## src/rtl/dmem_port_arbiter.sv

```systemverilog
// Arbitrates the single DataMemory port between the pipeline MEM stage and the UART loader/dumper.
// Define DMEM_ARB_FAIRNESS_EN to force a DMA grant after STARVE_LIMIT contended cycles.
module dmem_port_arbiter #(
  parameter int unsigned ADDR_W       = 32,
  parameter int unsigned DATA_W       = 32,
  parameter int unsigned MAX_BURST    = 8,
  parameter int unsigned STARVE_LIMIT = 4
) (
  input  logic              clk,
  input  logic              reset,
  input  logic              boot_done,
  input  logic              cpu_req,
  input  logic              cpu_we,
  input  logic [ADDR_W-1:0] cpu_addr,
  input  logic [DATA_W-1:0] cpu_wdata,
  output logic [DATA_W-1:0] cpu_rdata,
  output logic              cpu_stall,
  input  logic              dma_req,
  input  logic              dma_we,
  input  logic [ADDR_W-1:0] dma_addr,
  input  logic [DATA_W-1:0] dma_wdata,
  output logic              dma_gnt,
  output logic [DATA_W-1:0] dma_rdata,
  output logic [ADDR_W-1:0] mem_addr,
  output logic [DATA_W-1:0] mem_wdata,
  output logic              mem_we,
  output logic              mem_re,
  input  logic [DATA_W-1:0] mem_rdata,
  output logic              boot_busy
);

  localparam int unsigned BURST_W = (MAX_BURST > 1) ? $clog2(MAX_BURST) : 1;
  localparam logic [BURST_W-1:0] BURST_LAST = BURST_W'(MAX_BURST - 1);

  if (MAX_BURST == 0 || STARVE_LIMIT == 0) begin : g_bad_param
    $error("dmem_port_arbiter: MAX_BURST and STARVE_LIMIT must be at least 1");
  end

  typedef enum logic [1:0] {
    ST_BOOT = 2'd0,
    ST_CPU  = 2'd1,
    ST_DMA  = 2'd2
  } state_e;

  state_e             state_q, state_d;
  logic [BURST_W-1:0] burst_q, burst_d;
  logic               fair_force;
  logic               own_dma;
  logic               owner_req;
  logic               owner_we;

`ifdef DMEM_ARB_FAIRNESS_EN
  localparam int unsigned WAIT_W = (STARVE_LIMIT > 1) ? $clog2(STARVE_LIMIT) : 1;
  localparam logic [WAIT_W-1:0] WAIT_LAST = WAIT_W'(STARVE_LIMIT - 1);

  logic [WAIT_W-1:0] wait_q, wait_d;

  // Counts consecutive cycles the DMA has been held off by the CPU.
  always_comb begin
    wait_d = '0;
    if (state_q == ST_CPU && state_d == ST_CPU && dma_req && cpu_req) begin
      wait_d = (wait_q == WAIT_LAST) ? wait_q : wait_q + WAIT_W'(1);
    end
  end

  always_ff @(posedge clk) begin
    if (!reset) begin
      wait_q <= '0;
    end else begin
      wait_q <= wait_d;
    end
  end

  assign fair_force = (state_q == ST_CPU) && dma_req && (wait_q == WAIT_LAST);
`else
  assign fair_force = 1'b0;
`endif

  // Ownership transitions; burst counter only runs while the DMA owns the port.
  always_comb begin
    state_d = state_q;
    burst_d = burst_q;
    case (state_q)
      ST_BOOT: begin
        burst_d = '0;
        if (boot_done) begin
          state_d = ST_CPU;
        end
      end
      ST_CPU: begin
        burst_d = '0;
        if ((dma_req && !cpu_req) || fair_force) begin
          state_d = ST_DMA;
        end
      end
      ST_DMA: begin
        if (!dma_req) begin
          state_d = ST_CPU;
        end else begin
          if (cpu_req && burst_q == BURST_LAST) begin
            state_d = ST_CPU;
          end
          if (burst_q != BURST_LAST) begin
            burst_d = burst_q + BURST_W'(1);
          end
        end
      end
      default: begin
        state_d = ST_BOOT;
        burst_d = '0;
      end
    endcase
  end

  always_ff @(posedge clk) begin
    if (!reset) begin
      state_q <= ST_BOOT;
      burst_q <= '0;
    end else begin
      state_q <= state_d;
      burst_q <= burst_d;
    end
  end

  // Port mux: zero added latency, the owner drives DataMemory directly.
  assign own_dma   = (state_q != ST_CPU);
  assign owner_req = own_dma ? dma_req : cpu_req;
  assign owner_we  = own_dma ? dma_we  : cpu_we;

  assign mem_addr  = own_dma ? dma_addr  : cpu_addr;
  assign mem_wdata = own_dma ? dma_wdata : cpu_wdata;
  assign mem_we    = owner_req & owner_we;
  assign mem_re    = owner_req & ~owner_we;

  assign cpu_rdata = mem_rdata;
  assign dma_rdata = mem_rdata;
  assign dma_gnt   = own_dma;
  assign cpu_stall = own_dma & cpu_req;
  assign boot_busy = (state_q == ST_BOOT);

endmodule

```

## config.mk

```make
export PLATFORM = sky130hd
export DESIGN_NAME = dmem_port_arbiter
export DESIGN_NICKNAME = d
export VERILOG_FILES = /design/src/rtl/dmem_port_arbiter.sv
export SDC_FILE = /design/constraint.sdc
export NUM_CORES = 1
export LEC_CHECK = 0
export ABC_AREA = 0
export CAP_MARGIN = 20
export CELL_PAD_IN_SITES_DETAIL_PLACEMENT = 1
export CELL_PAD_IN_SITES_GLOBAL_PLACEMENT = 2
export CORE_ASPECT_RATIO = 1.25
export CORE_MARGIN = 2
export CORE_UTILIZATION = 10
export DETAILED_ROUTE_END_ITERATION = 10
export GPL_ROUTABILITY_DRIVEN = 0
export PLACE_DENSITY = 0.95
export SYNTH_ARGS = -nofsm -noshare
export SYNTH_HDL_FRONTEND = slang
export SYNTH_SLANG_ARGS = --single-unit
export TNS_END_PERCENT = 100
```

## constraint.sdc

```tcl
create_clock -name clk -period 1.7 [get_ports clk]
set_input_delay 0.34 -clock clk [delete_from_list [all_inputs] [get_ports clk]]
set_output_delay 0.34 -clock clk [all_outputs]
set_load 0.02 [all_outputs]
```

Word-level counts from Yosys, hierarchy flattened
Cells that the tools add are included.
Word-level totals
  register bits after elaboration: 5
  input port bits: 167
  output and inout bits: 133
  logic and storage cells: 31
Cells by class
  add/subtract/negate cells: 1
  eq/ne operators: 8
  mux-type cells: 9
  bitwise logic cells: 4
  reductions and logical operators: 7
Operator list (count)
  $mux 32: 2
  $mux 2: 4
  $ne 3x3->1 const B: 2
  $pmux 2 s3: 1
  $ne 2x2->1 const B: 2
  $reduce_and 2->1: 2
  $add 3x1->3 const B: 1
  $and 1x1->1: 3
  $eq 3x3->1 const B: 1
  $reduce_and 3->1: 1
  $eq 2x1->1 const B: 1
  $eq 2x2->1 const B: 1
  $logic_and 1x1->1: 2
  $logic_not 2->1: 1
  $mux 1: 2
  $ne 2x1->1 const B: 1
  $logic_not 1->1: 1
  $not 1->1: 1

Depth between registers and ports, before layout
Gate-level depths: netlist of the first run.
  depth after elaboration: 5
  mapped depth: 7
  mapped depth without buffers: 5

Worst setup path after synthesis of the first run
No wires, ideal clock.
  kind: register to output
  start point: reg state_q[0]
  end point: out mem_re
  data arrival time: 1241 ps
  required time: 1360 ps
  path slack: 119 ps
  cell stages (with the launch flop): 5
  buffers on the path: 2
  path through: dfxtp_1 > nor2b_1 > buf_2 > buf_4 > o21ai_0
Between the ends
  cells in the longest elaborated chain, start to end: 4
  elaborated cells between the ends (all ways): 5
  those cells by class: eq/ne (1); mux (2); bitwise (2)
Ends and longest elaborated chain
  start: declaration: RTL line 45  | state_e state_q, state_d;
  start signal: assignment: RTL line 120  | state_q <= state_d;
  $ne 2x1->1 (*): RTL line 126  | assign own_dma = (state_q != ST_CPU);
  $mux 1: RTL line 128  | assign owner_we = own_dma ? dma_we : cpu_we;
  $not 1->1: RTL line 133  | assign mem_re = owner_req & ~owner_we;
  $and 1x1->1 (*): RTL line 133
  end: declaration: RTL line 27  | output logic mem_re,
Mark *: on every way between the ends. The rest lies on a longest branch, timed or not.

Worst setup path after layout of the first run
  start point: reg state_q[0]
  end point: out mem_addr[2]
Between the ends
  cells in the longest elaborated chain, start to end: 2
Ends and longest elaborated chain
  $ne 2x1->1: RTL line 126
  $mux 32: RTL line 130  | assign mem_addr = own_dma ? dma_addr : cpu_addr;
  end: declaration: RTL line 24  | output logic [ADDR_W-1:0] mem_addr,
No other way between the ends.

==> impl_metrics.yaml, run 1 <==
logic_synthesis:
  syn_nets: 473
  yosysSeqAreaShare_pct: 6.27
  synth_seq_cells: 5
  yosysTopAreaCellShare_pct: 45.6
  synthCells: 304
  yosys.area.top_type: "nand2_1"
  syn_area_sq_um: 1600
  synth.avg_cell_area_sq_um: 5.25
  yosys_warnings: 0
  yosys-top-cells-area: "nand2_1, buf_4, dfxtp_1"
  ys_types: 21
critical_path:
  crit_fanout: 7
  cp.required_ns: 1.36
  cp.arrival_ns: 1.39
  start_kind: "flop"
  endpoint_kind: "output pin"
  path_class: "reg2out"
cts:
  h-tree-depth: 1
  cts_tree: "done"
  clkSlewWorstSetupHoldPaths_ns: 0.03
  root_buffer: "clkbuf_16"
  cts.sinks: 5
  numCtsBuffers: 3
  clock_latency_ns: 0.23
  clockBufferDepth: 2
status:
  status: "finished, violations left"
  violations: "negative setup slack"
layout:
  num_antenna_cells: 0
  register_area_sq_um: 101
  nets: 621
  multi_input_area_sq_um: 1010
  fillerInstances: 1964
  drive_gt1_share_pct: 27.3
  fin_cells: 663
  syn_to_final_growth_pct: 134
  final_util_pct: 24.0
routing:
  via_per_inst: 3.55
  first_pass_iters: 4
  drtIter0Drc: 22
  antenna_left: 0
  drc: 0
  routed_wl_mm: 8.98
  num_vias: 2352
  wl_per_cell_um: 13.5
floorplan:
  initial_core_util_pct: 10.2
  die_h_um: 145
  num_io_pins: 300
  die_w_um: 117
  dieArea_sq_um: 17000
  core-area_sq_um: 15600
  num_rows: 51
job:
  drv_cap: 0
sta:
  relSlewSlack_pct: 80.5
  fin_crit_sh_pct: 102
  hold_viol: 0
  finalSetupViolCount: 43
  report.final.slew_viol_count: 0
  fmax_mhz: 579
  grt_setup_unrepaired: "yes"
  setup_ws_ns: -0.0282
  tightest_slew_ns: 0.289
  fin_crit_ns: 1.73
  skew_ns: 0.00308
grt:
  grt_start_max_net_pins: 39
  use_met3_pct: 1.75
  use_met1_pct: 8.02
  antenna_found_initial: 0
  track_usage_pct: 8.82
  grtUsageMet2_pct: 17.0
  grt_pass1_wl_mm: 11.7
  overflow: 0
  grt_pass1_vias: 2381
  grt.busiest_layer: "met2"
pwr:
  p_leak_uw: 0.00181
  power.density_nw_per_um2: 509
  peakVddDrop_v: 0.000536
place:
  hpwlAfterDp_mm: 6.47
  place_inst: 649
  port_buffers: 203
worst_hold_path:
  hold_path_class: "reg2reg"
## state kept, by name, indices dropped and copies added, names as in the netlist
register,flops
burst_q,3
state_q,2
## final cells by class
type / instances / area share (%)
repair buffers: 222 / 60.9
inverters: 1 / 0.168
clock buffers: 4 / 2.11
multi-input cells: 219 / 27.0
well taps: 212 / 7.11
flip-flops and latches: 5 / 2.72
## worst paths after layout
path	start	end	slack, ns	depth (start not counted)
worst max-delay path	state_q[0]$_SDFFE_PN0P_	mem_addr[2]	-0.03	6
worst min-delay path	burst_q[1]$_SDFFE_PN0P_	burst_q[1]$_SDFFE_PN0P_	0.51	2
worst min register to register	burst_q[1]$_SDFFE_PN0P_	burst_q[1]$_SDFFE_PN0P_	0.51	2
worst max register to register	burst_q[0]$_SDFFE_PN0P_	burst_q[2]$_SDFFE_PN0P_	0.35	6
## power by group
part           switching (uW)  total, uW  internal, uW
registers                2.09        124           122
logic                     645       1380           739
clock network            80.3        391           311
total                     728       1900          1170
## logic make-up after synthesis
| group | after synthesis | share of synthesized area [%] |
|---|---|---|
| DFF | 5 | 6.27 |
| adders and majority gates | 2 | 1.57 |
| muxes | 2 | 1.25 |
| and+or+nand+nor | 208 | 50.6 |
| AOI/OAI and AO/OA | 6 | 2.51 |
| buffers and inverters | 80 | 37.3 |
| xor gates and xnor gates | 1 | 0.549 |
## layout by cell type (no fill, tap or decap), types with 3 or more instances in the layout
cell type	count
dfxtp_1	4
nand3b_1	3
buf_12	5
nor2_1	4
buf_2	22
buf_6	43
clkdlybuf4s50_1	134
nand2_1	164
nand2_2	25
nand2_4	5
clkbuf_16	8
buf_4	9
## critical path: stages, from the launching register on
cell and delay, ns:
dfxtp_2 0.32, nor2b_4 0.24, buf_6 0.18, clkbuf_16 0.17, nand2_1 0.06, nand2_1 0.07
buf_6 0.11
## Yosys cell counts
| library cell | number |
|---|---|
| buf_4 | 68 |
| ha_1 | 2 |
| a21oi_1 | 2 |
| nor2_1 | 4 |
| a21o_1 | 1 |
| buf_2 | 7 |
| nand2b_1 | 1 |
| nor2b_1 | 2 |
| buf_6 | 4 |
| o311ai_0 | 1 |
| nand3b_1 | 3 |
| inv_2 | 1 |
| and3_1 | 1 |
| and2_1 | 1 |
| nand3_1 | 2 |
| o2bb2ai_1 | 1 |
| xnor2_1 | 1 |
| mux2i_1 | 2 |
| dfxtp_1 | 5 |
| o21ai_0 | 1 |
| nand2_1 | 194 |
## timing repair
item / 4_1_cts / 5_1_grt
setup buffers: 4 / 0
pin swaps: 0 / 16
hold buffers: 0 / 0
gates cloned: 2 / 6
resized for setup: 260 / 147
endpoints found under the setup margin: 69 / 68
## metal layers
metal  share of wire [%]  wire length [um]
met1                  32              2910
met4                 5.0               451
met5                   0                 0
met3                  10               895
met2                  53              4720
## metrics by stage
stage	setup TNS (ns)	area (sq um)	hold WS (ns)	worst slack, ns	total power (uW)
final	-0.566	3730	0.508	-0.0282	1900
after global routing	-5.10	3730	0.566	-0.0992	2020
after CTS	-5.42	3400	0.510	-0.302	1730
after detailed placement	-11.88	3430	0.502	-0.405	1390
after global placement	-11.00	3430	0.480	-0.390	1380
after floorplan	0	1600	0.465	0.119	864
Power figures use the tool's default switching activity.
==> inputs of run 2 (changes only) <==
==> constraint.sdc (replaced) <==
create_clock -name clk -period 2.1 [get_ports clk]
set_input_delay 0.42 -clock clk [delete_from_list [all_inputs] [get_ports clk]]
set_output_delay 0.42 -clock clk [all_outputs]
set_load 0.02 [all_outputs]
==> run 2 against run 1 <==
  * The run now ends clean
  * Hold slack worse by 0.0077 ns
  * Via count decreased by 4.1%
  * Flip-flop and latch count unchanged
  * Count of clock-buffer cells in the layout is the same
  * Combinational power decreased by 34%
  * Global-route usage fell by 1.0 points
  * Largest cell class unchanged
==> impl_metrics.yaml, run 2 (same netlist as run 1, synthesis figures left out) <==
status:
  status: "completed"
layout:
  drive_gt1_share_pct: 2.95
  final_util_pct: 22.0
  reg_top3: "burst_q (3), state_q (2)"
  final_cell_mix: "nand2_1, clkdlybuf4s50_1, dlygate4sd2_1, dfxtp_1"
  final_common_cell: "nand2_1"
  num_antenna_cells: 0
  nets: 610
  largest_register_ffs: 3
  fillerInstances: 2002
  syn_to_final_growth_pct: 114
  regMostFlops: "burst_q"
sta:
  fin_setup_tns_ns: 0
  finalSetupViolCount: 0
  relSlewSlack_pct: 77.2
  grt_setup_unrepaired: "no"
  tightest_slew_ns: 0.342
  fmax_mhz: 504
  report.final.slew_viol_count: 0
  skew_ns: 0.00163
  fin_crit_sh_pct: 94.5
  hold_viol: 0
  fin_crit_ns: 1.98
critical_path:
  endpoint_kind: "output pin"
  path_class: "reg2out"
  slowest_stage: "dfxtp_1"
  slowest_delay_ns: 0.33
  r2r-start: "burst_q[0]$_SDFFE_PN0P_"
  crit_path_frequent_cell: "nand2_1"
  start_kind: "flop"
  r2r-end: "burst_q[1]$_SDFFE_PN0P_"
  crit_start: "state_q[0]$_SDFFE_PN0P_"
  ff2ff_path_depth: 5
  crit_end: "mem_addr[24]"
  r2r_slack_ns: 0.68
  crit_fanout: 40
  cp.arrival_ns: 1.56
  cp.required_ns: 1.68
  path_cells: "nor2b_4 -> inv_2 -> buf_12 -> nand2_1 -> nand2_1 -> dlygate4sd2_1"
grt:
  antenna_found_initial: 0
  grt_start_max_net_pins: 41
  grt_pass1_vias: 2231
  grt_pass1_wl_mm: 10.7
  track_usage_pct: 7.81
  overflow: 0
cts:
  cts_tree: "done"
  clock_latency_ns: 0.23
  cts.sinks: 5
  post-cts-setup-buffer-count: 0
  clockBufferDepth: 2
  cts_hold_buf: 0
  clkSlewWorstSetupHoldPaths_ns: 0.03
  h-tree-depth: 1
  numCtsBuffers: 3
  root_buffer: "clkbuf_16"
routing:
  num_vias: 2255
  drc: 0
  drtIter0Drc: 39
  wl_per_cell_um: 11.5
  routed_wl_mm: 7.51
  via_per_inst: 3.46
  antenna_left: 0
  first_pass_iters: 4
pwr:
  p_leak_uw: 0.00169
  finalPower_uw: 1320
  power.density_nw_per_um2: 386
  peakVddDrop_v: 0.000527
floorplan:
  dieArea_sq_um: 17000
  num_rows: 51
  core-area_sq_um: 15600
  die_h_um: 145
  num_io_pins: 300
  initial_core_util_pct: 10.2
  die_w_um: 117
place:
  port_buffers: 203
  hpwlAfterDp_mm: 6.41
job:
  drv_cap: 0
worst_hold_path:
  hold_path_class: "reg2reg"
==> run 2: cell count changes in the layout (fill, tap and decap cells not counted), sizes merged <==
cell and change:
dlygate4sd2 +65, clkdlybuf4s15 +1, dlymetal6s2s +1, clkbuf -6, buf -73, clkdlybuf4s50 +1
==> run 2: layout make-up <==
cell class                 count  area (sq um)  share of cell area [%]
clock buffer                   4          78.8                    2.31
sequential                     5           100                    2.93
inverter                       1          3.75                   0.110
multi-input combinational    219           908                    26.6
timing repair buffer         211          2060                    60.3
tap                          212           265                    7.76
==> run 2: how the worst min path moves through the flow <==
stage | startpoint | end | slack, ns | cells after the start
after global routing | burst_q[1]$_SDFFE_PN0P_ | burst_q[1]$_SDFFE_PN0P_ | 0.55 | 2
after detailed placement | burst_q[1]$_SDFFE_PN0P_ | burst_q[1]$_SDFFE_PN0P_ | 0.50 | 2
after floorplan | burst_q[1]$_SDFFE_PN0P_ | burst_q[1]$_SDFFE_PN0P_ | 0.46 | 2
after global placement | burst_q[1]$_SDFFE_PN0P_ | burst_q[1]$_SDFFE_PN0P_ | 0.48 | 2
after CTS | burst_q[1]$_SDFFE_PN0P_ | burst_q[1]$_SDFFE_PN0P_ | 0.51 | 2
final | burst_q[2]$_SDFFE_PN0P_ | burst_q[2]$_SDFFE_PN0P_ | 0.50 | 2
==> run 2: through the flow <==
step	setup WS (ns)	cell area, sq um	std cells	hold slack (ns)
2_1_floorplan	0.439	1600	304	0.465
3_3_place_gp	-0.130	3420	648	0.484
3_5_place_dp	-0.146	3420	648	0.501
4_1_cts	0.00308	3410	652	0.509
5_1_grt	0.000603	3420	652	0.548
6_report	0.116	3420	652	0.501
==> run 2: per-layer routing <==
layer	vias to the layer above	GRT usage [%]	share of wire, %
li1	1123	-	-
met1	963	6.85	32
met2	125	16.0	53
met3	44	1.13	10
met4	0	4.12	4.4
met5	-	0	0
==> run 2: what timing repair did <==
action	in CTS	in global routing
pin swaps	0	0
setup endpoints to repair	67	2
resized for setup	67	2
cloned	0	0
==> run 2: critical path: cells and delay by family, from the launching register on <==
family / cells / cell delay, ns
flip-flops: 1 / 0.33
buffers and inverters: 3 / 0.58
AND/OR/NAND/NOR: 3 / 0.40
==> run 2: power by group <==
| group | switching, uW | internal, uW | leakage, uW |
|---|---|---|---|
| clock | 65.4 | 252 | 0.0000382 |
| sequential | 1.71 | 98.1 | 0.0000406 |
| combinational | 446 | 458 | 0.00161 |
==> inputs of run 3 (changes only) <==
--- a/config.mk
+++ b/config.mk
@@ -15,6 +15,7 @@
 export DETAILED_ROUTE_END_ITERATION = 10
 export GPL_ROUTABILITY_DRIVEN = 0
 export PLACE_DENSITY = 0.95
+export RECOVER_POWER = 25
 export SYNTH_ARGS = -nofsm -noshare
 export SYNTH_HDL_FRONTEND = slang
 export SYNTH_SLANG_ARGS = --single-unit
==> constraint.sdc (replaced) <==
create_clock -name clk -period 2.1 [get_ports clk]
set_input_delay 0.21 -clock clk [delete_from_list [all_inputs] [get_ports clk]]
set_output_delay 0.21 -clock clk [all_outputs]
set_load 0.02 [all_outputs]
==> run 3 against run 2 <==
  * Power is 7.6% higher
  * Via count grew 0.27%
  * Combinational power rose by 12%
  * Register-to-register slack is essentially flat
  * Routed wire length decreased by 0.44%
  * Global-route usage rose by 0.14 points
  * Clock skew about the same
  * Count of clock-buffer cells in the layout unchanged
  * Hold slack got worse by 0.081 ns
  * Clock power fell by 1%
  * First-iteration DRC count shrank 15%
  * Maximum frequency is 0.81% lower
  * Critical endpoint is now mem_addr[30]
  * Largest cell class unchanged
==> impl_metrics.yaml, run 3 (same netlist as run 1, synthesis figures left out) <==
place:
  port_buffers: 203
  hpwlAfterDp_mm: 6.38
critical_path:
  r2r-start: "burst_q[0]$_SDFFE_PN0P_"
  ff2ff_path_depth: 5
  path_cells: "nor2b_4 -> buf_12 -> nand2_1 -> nand2_1 -> clkdlybuf4s50_1"
  cp.required_ns: 1.89
  r2r-end: "burst_q[2]$_SDFFE_PN0P_"
  crit_fanout: 39
  endpoint_kind: "output pin"
  slowest_stage: "clkdlybuf4s50_1"
  crit_start: "state_q[0]$_SDFFE_PN0P_"
  start_kind: "flop"
  crit_path_frequent_cell: "nand2_1"
  crit_end: "mem_addr[30]"
  r2r_slack_ns: 0.67
  path_class: "reg2out"
  slowest_delay_ns: 0.60
  cp.arrival_ns: 1.79
grt:
  overflow: 0
  grt_start_max_net_pins: 40
  grt_pass1_wl_mm: 10.8
  grt_pass1_vias: 2214
  track_usage_pct: 7.94
  antenna_found_initial: 0
routing:
  first_pass_iters: 3
  met1_length_mm: 2.33
  top_layer: "met4"
  wl_met2_mm: 3.82
  drc: 0
  antenna_left: 0
  num_vias: 2261
  wl_met3_um: 903
  routed_wl_mm: 7.48
  via_per_inst: 3.47
  wl_per_cell_um: 11.5
  drtIter0Drc: 33
floorplan:
  die_h_um: 145
  num_io_pins: 300
  die_w_um: 117
  num_rows: 51
  initial_core_util_pct: 10.2
  dieArea_sq_um: 17000
  core-area_sq_um: 15600
sta:
  relSlewSlack_pct: 76.5
  tightest_slew_ns: 0.351
  finalSetupViolCount: 0
  report.final.slew_viol_count: 0
  fin_crit_ns: 2.00
  skew_ns: 0.00162
  grt_setup_unrepaired: "no"
  fmax_mhz: 500
  hold_viol: 0
  fin_crit_sh_pct: 95.2
  fin_setup_tns_ns: 0
pwr:
  peakVddDrop_v: 0.000607
  finalPower_uw: 1420
  p_leak_uw: 0.00160
  power.density_nw_per_um2: 406
layout:
  syn_to_final_growth_pct: 120
  largest_register_ffs: 3
  final_common_cell: "clkdlybuf4s50_1"
  nets: 610
  final_cell_mix: "clkdlybuf4s50_1, nand2_1, dfxtp_1"
  num_antenna_cells: 0
  reg_top3: "burst_q (3), state_q (2)"
  drive_gt1_share_pct: 2.95
  regMostFlops: "burst_q"
cts:
  clockBufferDepth: 2
  h-tree-depth: 1
  cts_tree: "done"
  clock_latency_ns: 0.23
  post-cts-setup-buffer-count: 0
  root_buffer: "clkbuf_16"
  clkSlewWorstSetupHoldPaths_ns: 0.03
  cts.sinks: 5
  numCtsBuffers: 3
job:
  drv_cap: 0
worst_hold_path:
  worstHoldPathCells: 0
  hold_path_class: "in2out"
status:
  status: "completed"
-- run 3: cell count changes in the layout (fill, tap and decap cells not counted) --
cell,previous run,this run
clkdlybuf4s15_1,1,0
clkdlybuf4s50_1,135,201
dlymetal6s2s_1,1,2
dlygate4sd2_1,66,0
-- run 3: area by class of cell --
| class | count | area [sq um] |
|---|---|---|
| Clock buffer | 4 | 78.8 |
| Fill cell | 1955 | 12100 |
| Inverter | 1 | 3.75 |
| Multi-Input combinational cell | 219 | 908 |
| Sequential cell | 5 | 100 |
| Tap cell | 212 | 265 |
| Timing Repair Buffer | 211 | 2150 |
-- run 3: stage by stage --
| stage | utilization (%) | worst slack [ns] | instances | cell area (sq um) | hold WS (ns) |
|---|---|---|---|---|---|
| final | 22.5 | 0.0999 | 652 | 3500 | 0.420 |
| after global routing | 22.5 | 0.00275 | 652 | 3500 | 0.420 |
| after CTS | 22.5 | 0.0147 | 652 | 3500 | 0.420 |
| after detailed placement | 22.0 | 0.262 | 648 | 3420 | 0.420 |
| after global placement | 22.0 | 0.249 | 648 | 3420 | 0.420 |
| after floorplan | - | 0.649 | 304 | 1600 | 0.356 |
-- run 3: worst min path at each step --
stage / from / endpoint
after floorplan: dma_req / state_q[1]$_SDFFE_PN0P_
after detailed placement: mem_rdata[4] / cpu_rdata[4]
after global routing: mem_rdata[2] / cpu_rdata[2]
after global placement: mem_rdata[4] / cpu_rdata[4]
after CTS: mem_rdata[4] / cpu_rdata[4]
final: mem_rdata[2] / cpu_rdata[2]
-- run 3: worst max-delay path: cells and delay by family, from the launching register on --
family	cells	cell delay (ns)
buf+inv	2	0.82
flops	1	0.33
simple gates	3	0.39
-- run 3: routing by layer --
metal / global-route usage [%] / vias up
met2: 15.1 / 123
met5: 0 / -
li1: - / 1122
met4: 4.88 / 0
met3: 1.80 / 53
met1: 7.36 / 963
-- run 3: power breakdown --
group / switching, uW / total, uW / internal (uW)
clock: 61.5 / 313 / 251
combinational: 449 / 1010 / 559
sequential: 1.68 / 99.8 / 98.1
-- run 3: what timing repair did --
item / CTS / global route
endpoints found under the setup margin: 0 / 2
gates resized for setup: 0 / 2
hold buffers: 0 / 0
